`src/rtl/mcu_cmd_seq.sv`:
```
// mcu_cmd_seq: host command sequencer for the memory control unit. It walks the
// LOAD -> PROC -> OUT phases, issues o_chblk block-change pulses and flags illegal use.
// Latency: every output is registered, so a command accepted on an edge shows on the outputs after that edge.
// Backpressure: o_cmd_ready is low for all of PROC and for the one cycle after each accepted command.
//
// Ports:
//   clk, rst              - rising-edge clock; asynchronous active-high reset
//   i_cmd_valid, i_cmd    - host command (000 NOP, 001 BLK, 010 RUN, 011 NEXT, 100 CLR)
//   o_cmd_ready           - a command can be accepted this cycle
//   o_eop, o_sop          - phase code {eop,sop}: 00 LOAD, 01 PROC, 10 OUT
//   o_chblk               - one-cycle block-change pulse
//   o_blk_cnt             - blocks accepted in the current phase
//   o_err                 - sticky illegal-command flag, cleared by CLR
module mcu_cmd_seq #(
  parameter int MAX_BLK  = 8,
  parameter int PROC_CYC = 16,
  parameter int CNT_W    = 4
) (
  input  logic             clk,
  input  logic             rst,
  input  logic             i_cmd_valid,
  input  logic [2:0]       i_cmd,
  output logic             o_cmd_ready,
  output logic             o_sop,
  output logic             o_eop,
  output logic             o_chblk,
  output logic [CNT_W-1:0] o_blk_cnt,
  output logic             o_err
);

  // The state encoding is the phase code itself, so o_eop and o_sop come
  // straight from the state flops.
  typedef enum logic [1:0] {
    ST_LOAD = 2'b00,
    ST_PROC = 2'b01,
    ST_OUT  = 2'b10
  } state_t;

  localparam logic [2:0] CMD_NOP  = 3'b000;
  localparam logic [2:0] CMD_BLK  = 3'b001;
  localparam logic [2:0] CMD_RUN  = 3'b010;
  localparam logic [2:0] CMD_NEXT = 3'b011;
  localparam logic [2:0] CMD_CLR  = 3'b100;

  localparam logic [15:0]      TMR_LD  = 16'(PROC_CYC - 1);
  localparam logic [CNT_W-1:0] MAX_CNT = CNT_W'(MAX_BLK);

  state_t           state_q, state_d;
  logic [15:0]      timer_q, timer_d;
  logic [CNT_W-1:0] cnt_q, cnt_d;
  logic             chblk_q, chblk_d;
  logic             err_q, err_d;
  logic             rdy_q, rdy_d;
  logic             accept;

  // rdy_q is never high in PROC, so commands are only taken in LOAD or OUT.
  assign accept = i_cmd_valid && rdy_q;

  always_comb begin
    state_d = state_q;
    timer_d = timer_q;
    cnt_d   = cnt_q;
    chblk_d = 1'b0;
    err_d   = err_q;

    if (state_q == ST_PROC) begin
      // The timer counts PROC_CYC-1 down to 0, so PROC lasts PROC_CYC cycles.
      if (timer_q == 16'd0) begin
        state_d = ST_OUT;
      end else begin
        timer_d = timer_q - 16'd1;
      end
    end else if (accept) begin
      case (i_cmd)
        CMD_NOP: ;
        CMD_BLK: begin
          if (cnt_q < MAX_CNT) begin
            cnt_d   = cnt_q + CNT_W'(1);
            chblk_d = 1'b1;
          end else begin
            err_d = 1'b1;
          end
        end
        CMD_RUN: begin
          if (state_q == ST_LOAD && cnt_q != '0) begin
            state_d = ST_PROC;
            cnt_d   = '0;
            timer_d = TMR_LD;
          end else begin
            err_d = 1'b1;
          end
        end
        CMD_NEXT: begin
          if (state_q == ST_OUT) begin
            state_d = ST_LOAD;
            cnt_d   = '0;
          end else begin
            err_d = 1'b1;
          end
        end
        CMD_CLR: err_d = 1'b0;
        default: err_d = 1'b1;
      endcase
    end

    // Dropping ready for the cycle after every accept spaces BLK accepts at least
    // two cycles apart, so o_chblk always has a low cycle between pulses. BLK never
    // changes phase, so a pulse and a phase change never fall in the same cycle.
    rdy_d = (state_d != ST_PROC) && !accept;
  end

  always_ff @(posedge clk or posedge rst) begin
    if (rst) begin
      state_q <= ST_LOAD;
      timer_q <= '0;
      cnt_q   <= '0;
      chblk_q <= 1'b0;
      err_q   <= 1'b0;
      rdy_q   <= 1'b0;
    end else begin
      state_q <= state_d;
      timer_q <= timer_d;
      cnt_q   <= cnt_d;
      chblk_q <= chblk_d;
      err_q   <= err_d;
      rdy_q   <= rdy_d;
    end
  end

  assign o_sop       = state_q[0];
  assign o_eop       = state_q[1];
  assign o_chblk     = chblk_q;
  assign o_blk_cnt   = cnt_q;
  assign o_err       = err_q;
  assign o_cmd_ready = rdy_q;

endmodule

```
`config.mk`:
```
export PLATFORM = sky130hd
export DESIGN_NAME = mcu_cmd_seq
export DESIGN_NICKNAME = d
export VERILOG_FILES = /design/src/rtl/mcu_cmd_seq.sv
export SDC_FILE = /design/constraint.sdc
export NUM_CORES = 1
export LEC_CHECK = 0
export BUFFER_PORTS_ARGS = -buffer_cell sky130_fd_sc_hd__buf_2
export CAP_MARGIN = 20
export CORE_MARGIN = 8
export CORE_UTILIZATION = 52
export DETAILED_ROUTE_END_ITERATION = 8
export PLACE_DENSITY = 0.76
export SLEW_MARGIN = 15
export SYNTH_ARGS = -nofsm -noshare
export SYNTH_HDL_FRONTEND = slang
export SYNTH_SLANG_ARGS = --single-unit
```
`constraint.sdc`:
```
create_clock -name clk -period 1.8 [get_ports clk]
set_input_delay 0.18 -clock clk [delete_from_list [all_inputs] [get_ports clk]]
set_output_delay 0.18 -clock clk [all_outputs]
set_load 0.02 [all_outputs]
```
==> impl_metrics.json, run 1 <==
{
  "synth_seq_area_share_pct": 43.44,
  "avgRoutedWirePerCell_um": 17.02,
  "nNetsFinal": 213,
  "synth_top_family_by_area": "simple AND/OR/NAND/NOR gates",
  "die_w_um": 68.63,
  "yosysTopAreaCellShare_pct": 43.44,
  "drc": 0,
  "dr.pass1.iters": 4,
  "setup_tns_ns": -0.4564,
  "synthToLayoutAreaGrowth_pct": 38.23,
  "grt_pass1_wl_mm": 6.327,
  "synthTopCellsByCount": "dfrtp_1 (25), nand2_1 (14), a21oi_1 (11)",
  "worstSkewPairLatency_ns": 0.32,
  "placed_cells": 221,
  "slowest_delay_ns": 0.47,
  "violations": "negative setup slack",
  "synth-xor-area-share_pct": 0,
  "place_congestion": 0.9091,
  "irDropWorstVdd_mv": 0.3963,
  "yosysMostFrequentCell": "dfrtp_1",
  "n_antenna_cell": 0,
  "layout.cells.non_filler": 234,
  "synth_area_um2": 1440,
  "fin_crit_sh_pct": 110.6,
  "ys_warn_count": 0,
  "pwr_density_cell_nw_per_um2": 430.3,
  "grt_max_degree": 26,
  "worstPathCellList": "inv_2, ha_4, or4b_4, or3_4, or3_4, a21oi_2",
  "grtUsageTotal_pct": 17.21,
  "final_antenna_net_count": 0,
  "finalWirelength_mm": 3.983,
  "cts_tree": "done",
  "die_height_um": 68.63,
  "crit_top_cell": "or3_4",
  "max_slew.worst_pin.slew_ns": 0.4113,
  "htreeDepth": 1,
  "cts-root-buf": "clkbuf_4",
  "core_um2": 2686,
  "cts_buffers": 3,
  "antenna_found_initial": 0,
  "worst-path-buf-inv": 1,
  "min_period_ns": 1.991,
  "synthMuxAreaShare_pct": 4.170,
  "synthAdderAreaFrac_pct": 2.606,
  "drtIter0Drc": 94,
  "relSlewSlack_pct": 72.32,
  "hold_class": "input pin to flip-flop",
  "num_vias": 1473,
  "worstPathArrival_ns": 2.25,
  "fp-row-count": 19,
  "cp_top_family": "simple AND/OR/NAND/NOR gates",
  "synth-async-reset-ratio_pct": 100.0,
  "synthSimpleGateAreaFrac_pct": 29.11,
  "setup_viol": 10,
  "crit_path_start_kind": "flip-flop",
  "io_pins": 15,
  "die_area_um2": 4709,
  "cts_buffer_depth": 2,
  "ys_types": 40,
  "endpoint_kind": "flip-flop",
  "crit_slowest_cell": "or4b_4",
  "synth_top_area_cell": "dfrtp_1",
  "status": "complete, but fails checks",
  "finalHoldViolCount": 0,
  "cp_max_fo": 2,
  "slew_violations": 0,
  "clk_pin_slew_ns": 0.14,
  "place.port_buffers": 14,
  "layout-drive-gt1-share_pct": 44.83,
  "fmax_mhz": 502.3,
  "synth.avg_cell_area_um2": 9.232,
  "grt-ovfl-total": 0,
  "netlist_instances": 156,
  "p_leak_uw": 0.0008629,
  "avgViaCountPerCell": 6.295,
  "rsz0062_at_grt": "true",
  "critPathRequiredTime_ns": 2.06,
  "path_class": "flip-flop to flip-flop",
  "clock_skew_ns": 0.005898,
  "grt_pass1_vias": 1438,
  "initial_core_util_pct": 53.61,
  "synth_edf_count": 0,
  "ys.flop_type": "dfrtp_1",
  "dp_hpwl_mm": 2.630,
  "setup_ws_ns": -0.1907,
  "drv_cap": 0,
  "clock-sinks": 25,
  "syn_nets": 165,
  "synth_seq_cells": 25,
  "synth_area_leaders": "dfrtp_1 (43%), mux2i_1 (4.2%), a21oi_1 (3.8%)",
  "synth_compound_area_share_pct": 16.77
}
## cells by family (layout without fill, tap and decap cells)
logic type                 Yosys count  count (layout)
DFF                                 25              25
buffers and inverters               14              61
and+or+nand+nor                     70              70
adders and majority gates            3               3
muxes                                6               6
AOI/OAI and AO/OA                   38              38
## worst paths after layout
| kind | from | slack, ns | cells after the start | to |
|---|---|---|---|---|
| hold reg to reg | timer_q[7]$_DFFE_PP0P_ | 0.55 | 1 | timer_q[7]$_DFFE_PP0P_ |
| setup reg to reg | timer_q[1]$_DFFE_PP0P_ | -0.19 | 6 | timer_q[6]$_DFFE_PP0P_ |
| setup / recovery | timer_q[1]$_DFFE_PP0P_ | -0.19 | 6 | timer_q[6]$_DFFE_PP0P_ |
| hold / removal | i_cmd_valid | 0.07 | 2 | o_cmd_ready$_DFF_PP0_ |
| max in group asynchronous | rst | 1.09 | 4 | state_q[1]$_DFF_PP0_ |
| min in group asynchronous | rst | 0.44 | 4 | timer_q[10]$_DFFE_PP0P_ |
## state kept, by name, summed over array words and instances (netlist names)
| signal | cells |
|---|---|
| o_err | 1 |
| o_chblk | 1 |
| o_cmd_ready | 1 |
| timer_q | 16 |
| state_q | 2 |
| o_blk_cnt | 4 |
## worst register-to-register path, stage by stage (launching register included)
cell	delay [ns]
dfrtp_1	0.42
inv_2	0.09
ha_4	0.14
or4b_4	0.47
or3_4	0.38
or3_4	0.33
a21oi_2	0.12
## layout by cell type (no fill, tap or decap), drive strengths merged, types with 4 or more instances in the layout
cell type / instances
nor2: 7
nor4: 8
a21oi: 11
or4: 6
o31ai: 4
or3: 8
dfrtp: 25
clkbuf: 4
inv: 7
o21ai: 9
nand2: 14
buf: 49
mux2i: 6
nor3: 7
## layer usage
layer / track usage, % / vias to the layer above / part of all wire (%)
li1: - / 691 / -
met1: 19.63 / 726 / 43
met2: 30.66 / 41 / 51
met3: 2.423 / 15 / 3.0
met4: 8.440 / 0 / 2.9
met5: 0 / - / 0
## power by group
part / switching [uW] / leakage (uW) / internal, uW / total (uW)
sequential: 0 / 0.000286 / 562 / 562
combinational: 26.2 / 0.000562 / 13.0 / 39.1
clock: 169 / 0.0000150 / 86.5 / 256
total: 195 / 0.000863 / 661 / 857
## metrics by stage
stage	area, um^2	total power (uW)	hold WS, ns	util [%]	setup WS, ns
2_1_floorplan	1478	592.0	0.2071	-	-0.1790
3_5_place_dp	1742	609.6	0.2523	64.83	-0.2189
5_1_grt	1991	886.5	0.05899	74.10	-0.2423
4_1_cts	1863	865.3	0.06137	69.35	-0.1685
3_3_place_gp	1742	608.2	0.2422	64.83	-0.1135
6_report	1991	856.6	0.07137	74.10	-0.1907
## what timing repair did
action	in CTS	in global routing
pin swaps	9	14
gates resized for setup	16	23
buffers inserted	3	6
hold buffers	1	0
hold endpoints to repair	25	0
endpoints found under the setup margin	19	21
## cell type report
type / instances / area, um^2
clock buffer: 4 / 26.28
sequential: 25 / 629.4
tap: 31 / 38.79
multi-input combinational: 117 / 919.6
fill: 189 / 695.7
inverter: 7 / 26.28
timing repair buffer: 50 / 350.3
No activity file was read; power rests on OpenSTA's default activity.
==> run 2, diff against run 1 <==
--- a/config.mk
+++ b/config.mk
@@ -8,7 +8,7 @@
 export BUFFER_PORTS_ARGS = -buffer_cell sky130_fd_sc_hd__buf_2
 export CAP_MARGIN = 20
 export CORE_MARGIN = 8
-export CORE_UTILIZATION = 52
+export CORE_UTILIZATION = 55
 export DETAILED_ROUTE_END_ITERATION = 8
 export PLACE_DENSITY = 0.76
 export SLEW_MARGIN = 15
==> constraint.sdc (replaced) <==
create_clock -name clk -period 1.95 [get_ports clk]
set_input_delay 0.195 -clock clk [delete_from_list [all_inputs] [get_ports clk]]
set_output_delay 0.195 -clock clk [all_outputs]
set_load 0.02 [all_outputs]
==> run 2 against run 1 <==
Against the previous run:
- the run still ends with negative setup slack left
- critical path type unchanged
- sequential share of layout area increased by 4.1 points
- routed wire length shrank 16%
- clock skew down 0.0017 ns
- clock-buffer cell count did not move
==> impl_metrics.json, run 2 (synthesis gave the netlist of run 1 again) <==
{
  "cts_buffer_depth": 2,
  "dp_hpwl_mm": 2.415,
  "worstSkewPairLatency_ns": 0.33,
  "dpl_cell_area_um2": 1655,
  "pwr_density_cell_nw_per_um2": 450.1,
  "fin_crit_sh_pct": 100.4,
  "place_congestion": 0.8887,
  "layout_common_cells": "dfrtp_1 (23), buf_4 (19), nand2_1 (14), buf_2 (14), a21oi_1 (9)",
  "die_area_um2": 4512,
  "grt_pass1_vias": 1354,
  "rsz0062_at_grt": "true",
  "setup_ws_ns": -0.006993,
  "finalHoldViolCount": 0,
  "irDropWorstVdd_mv": 0.5787,
  "drc": 0,
  "setup_viol": 1,
  "cp_max_fo": 5,
  "cts_tree": "done",
  "nNetsFinal": 197,
  "regMostFlops": "timer_q",
  "path_class": "flip-flop to flip-flop",
  "crit_path_start_kind": "flip-flop",
  "critPathRequiredTime_ns": 2.22,
  "clock-sinks": 25,
  "relSlewSlack_pct": 72.40,
  "htreeDepth": 1,
  "p_total_uw": 792.4,
  "setup_tns_ns": -0.006993,
  "avgRoutedWirePerCell_um": 15.40,
  "num_vias": 1359,
  "dr.pass1.iters": 4,
  "grt_pass1_wl_mm": 5.678,
  "status": "complete, but fails checks",
  "drtIter0Drc": 68,
  "finalWirelength_mm": 3.342,
  "final_antenna_net_count": 0,
  "min_period_ns": 1.957,
  "cts-root-buf": "clkbuf_4",
  "synthToLayoutAreaGrowth_pct": 22.24,
  "antenna_found_initial": 0,
  "avgViaCountPerCell": 6.263,
  "fmax_mhz": 511.0,
  "core_um2": 2477,
  "grtUsageTotal_pct": 15.88,
  "grt_max_degree": 26,
  "die_w_um": 67.17,
  "slew_violations": 0,
  "grt-ovfl-total": 0,
  "die_height_um": 67.17,
  "endpoint_kind": "flip-flop",
  "violations": "negative setup slack",
  "cts_buffers": 3,
  "n_antenna_cell": 0,
  "p_leak_uw": 0.0007708,
  "layout_commonest_cell": "dfrtp_1",
  "initial_core_util_pct": 58.13,
  "fp-row-count": 18,
  "layout-drive-gt1-share_pct": 30.48,
  "worstPathArrival_ns": 2.23,
  "design_area_um2": 1760,
  "drv_cap": 0,
  "place.port_buffers": 14,
  "clock_skew_ns": 0.004247,
  "clk_pin_slew_ns": 0.14,
  "io_pins": 15,
  "hold_class": "input pin to flip-flop",
  "largest_register_ff_count": 16,
  "max_slew.worst_pin.slew_ns": 0.4102
}
-- run 2: cell types whose count changed in the layout (fill, tap and decap cells not counted), sizes merged --
cell,delta
buf,-16
-- run 2: critical path, stage by stage, from the launching register on --
cell and delay, ns:
dfrtp_1 0.42, inv_2 0.07, ha_4 0.15, or4b_4 0.48, or3_4 0.34, or3_4 0.33, a21oi_2 0.11
-- run 2: cell type report --
class / count / area [um^2]
fill: 200 / 716.9
clock buffer: 4 / 26.28
tap: 30 / 37.54
inverter: 7 / 26.28
multi-input combinational: 117 / 819.5
sequential: 25 / 628.1
timing repair buffer: 34 / 222.7
-- run 2: final timing paths --
| kind | cells after the start | slack (ns) | from | to |
|---|---|---|---|---|
| max | 6 | -0.007 | timer_q[0]$_DFFE_PP0P_ | timer_q[6]$_DFFE_PP0P_ |
| min | 2 | 0.07 | i_cmd_valid | o_cmd_ready$_DFF_PP0_ |
| max reg2reg | 6 | -0.007 | timer_q[0]$_DFFE_PP0P_ | timer_q[6]$_DFFE_PP0P_ |
| min reg2reg | 1 | 0.53 | timer_q[7]$_DFFE_PP0P_ | timer_q[7]$_DFFE_PP0P_ |
| max in group asynchronous | 4 | 1.25 | rst | o_blk_cnt[1]$_DFFE_PP0P_ |
| min in group asynchronous | 4 | 0.44 | rst | timer_q[14]$_DFFE_PP0P_ |
-- run 2: stage by stage --
stage | hold slack (ns) | instances | util (%) | setup WS (ns)
final | 0.07303 | 217 | 71.06 | -0.006993
after global routing | 0.06921 | 217 | 71.06 | -0.05486
after CTS | 0.06707 | 216 | 68.99 | 0.003076
after detailed placement | 0.2653 | 210 | 66.82 | -0.07071
after global placement | 0.2534 | 210 | 66.82 | -0.02489
after floorplan | 0.2222 | 156 | - | -0.03083
-- run 2: metal layers --
metal	vias to the layer above	global-route usage (%)	wire length, um
met5	-	0	0
met4	0	9.922	78
met3	9	2.152	121
met2	36	26.40	1599
met1	654	19.04	1542
li1	660	-	-
-- run 2: report_power, final --
group / total [uW] / internal, uW / leakage, uW / switching (uW)
Combinational: 35.3 / 12.0 / 0.000469 / 23.4
Sequential: 518 / 518 / 0.000287 / 0
Clock: 239 / 80.3 / 0.0000150 / 158
-- run 2: repair_timing --
action,4_1_cts,5_1_grt
pin swaps,2,4
setup endpoints to repair,1,15
hold buffers,1,0
endpoints found under the hold margin,25,0
setup buffers,1,1
gates resized for setup,3,11
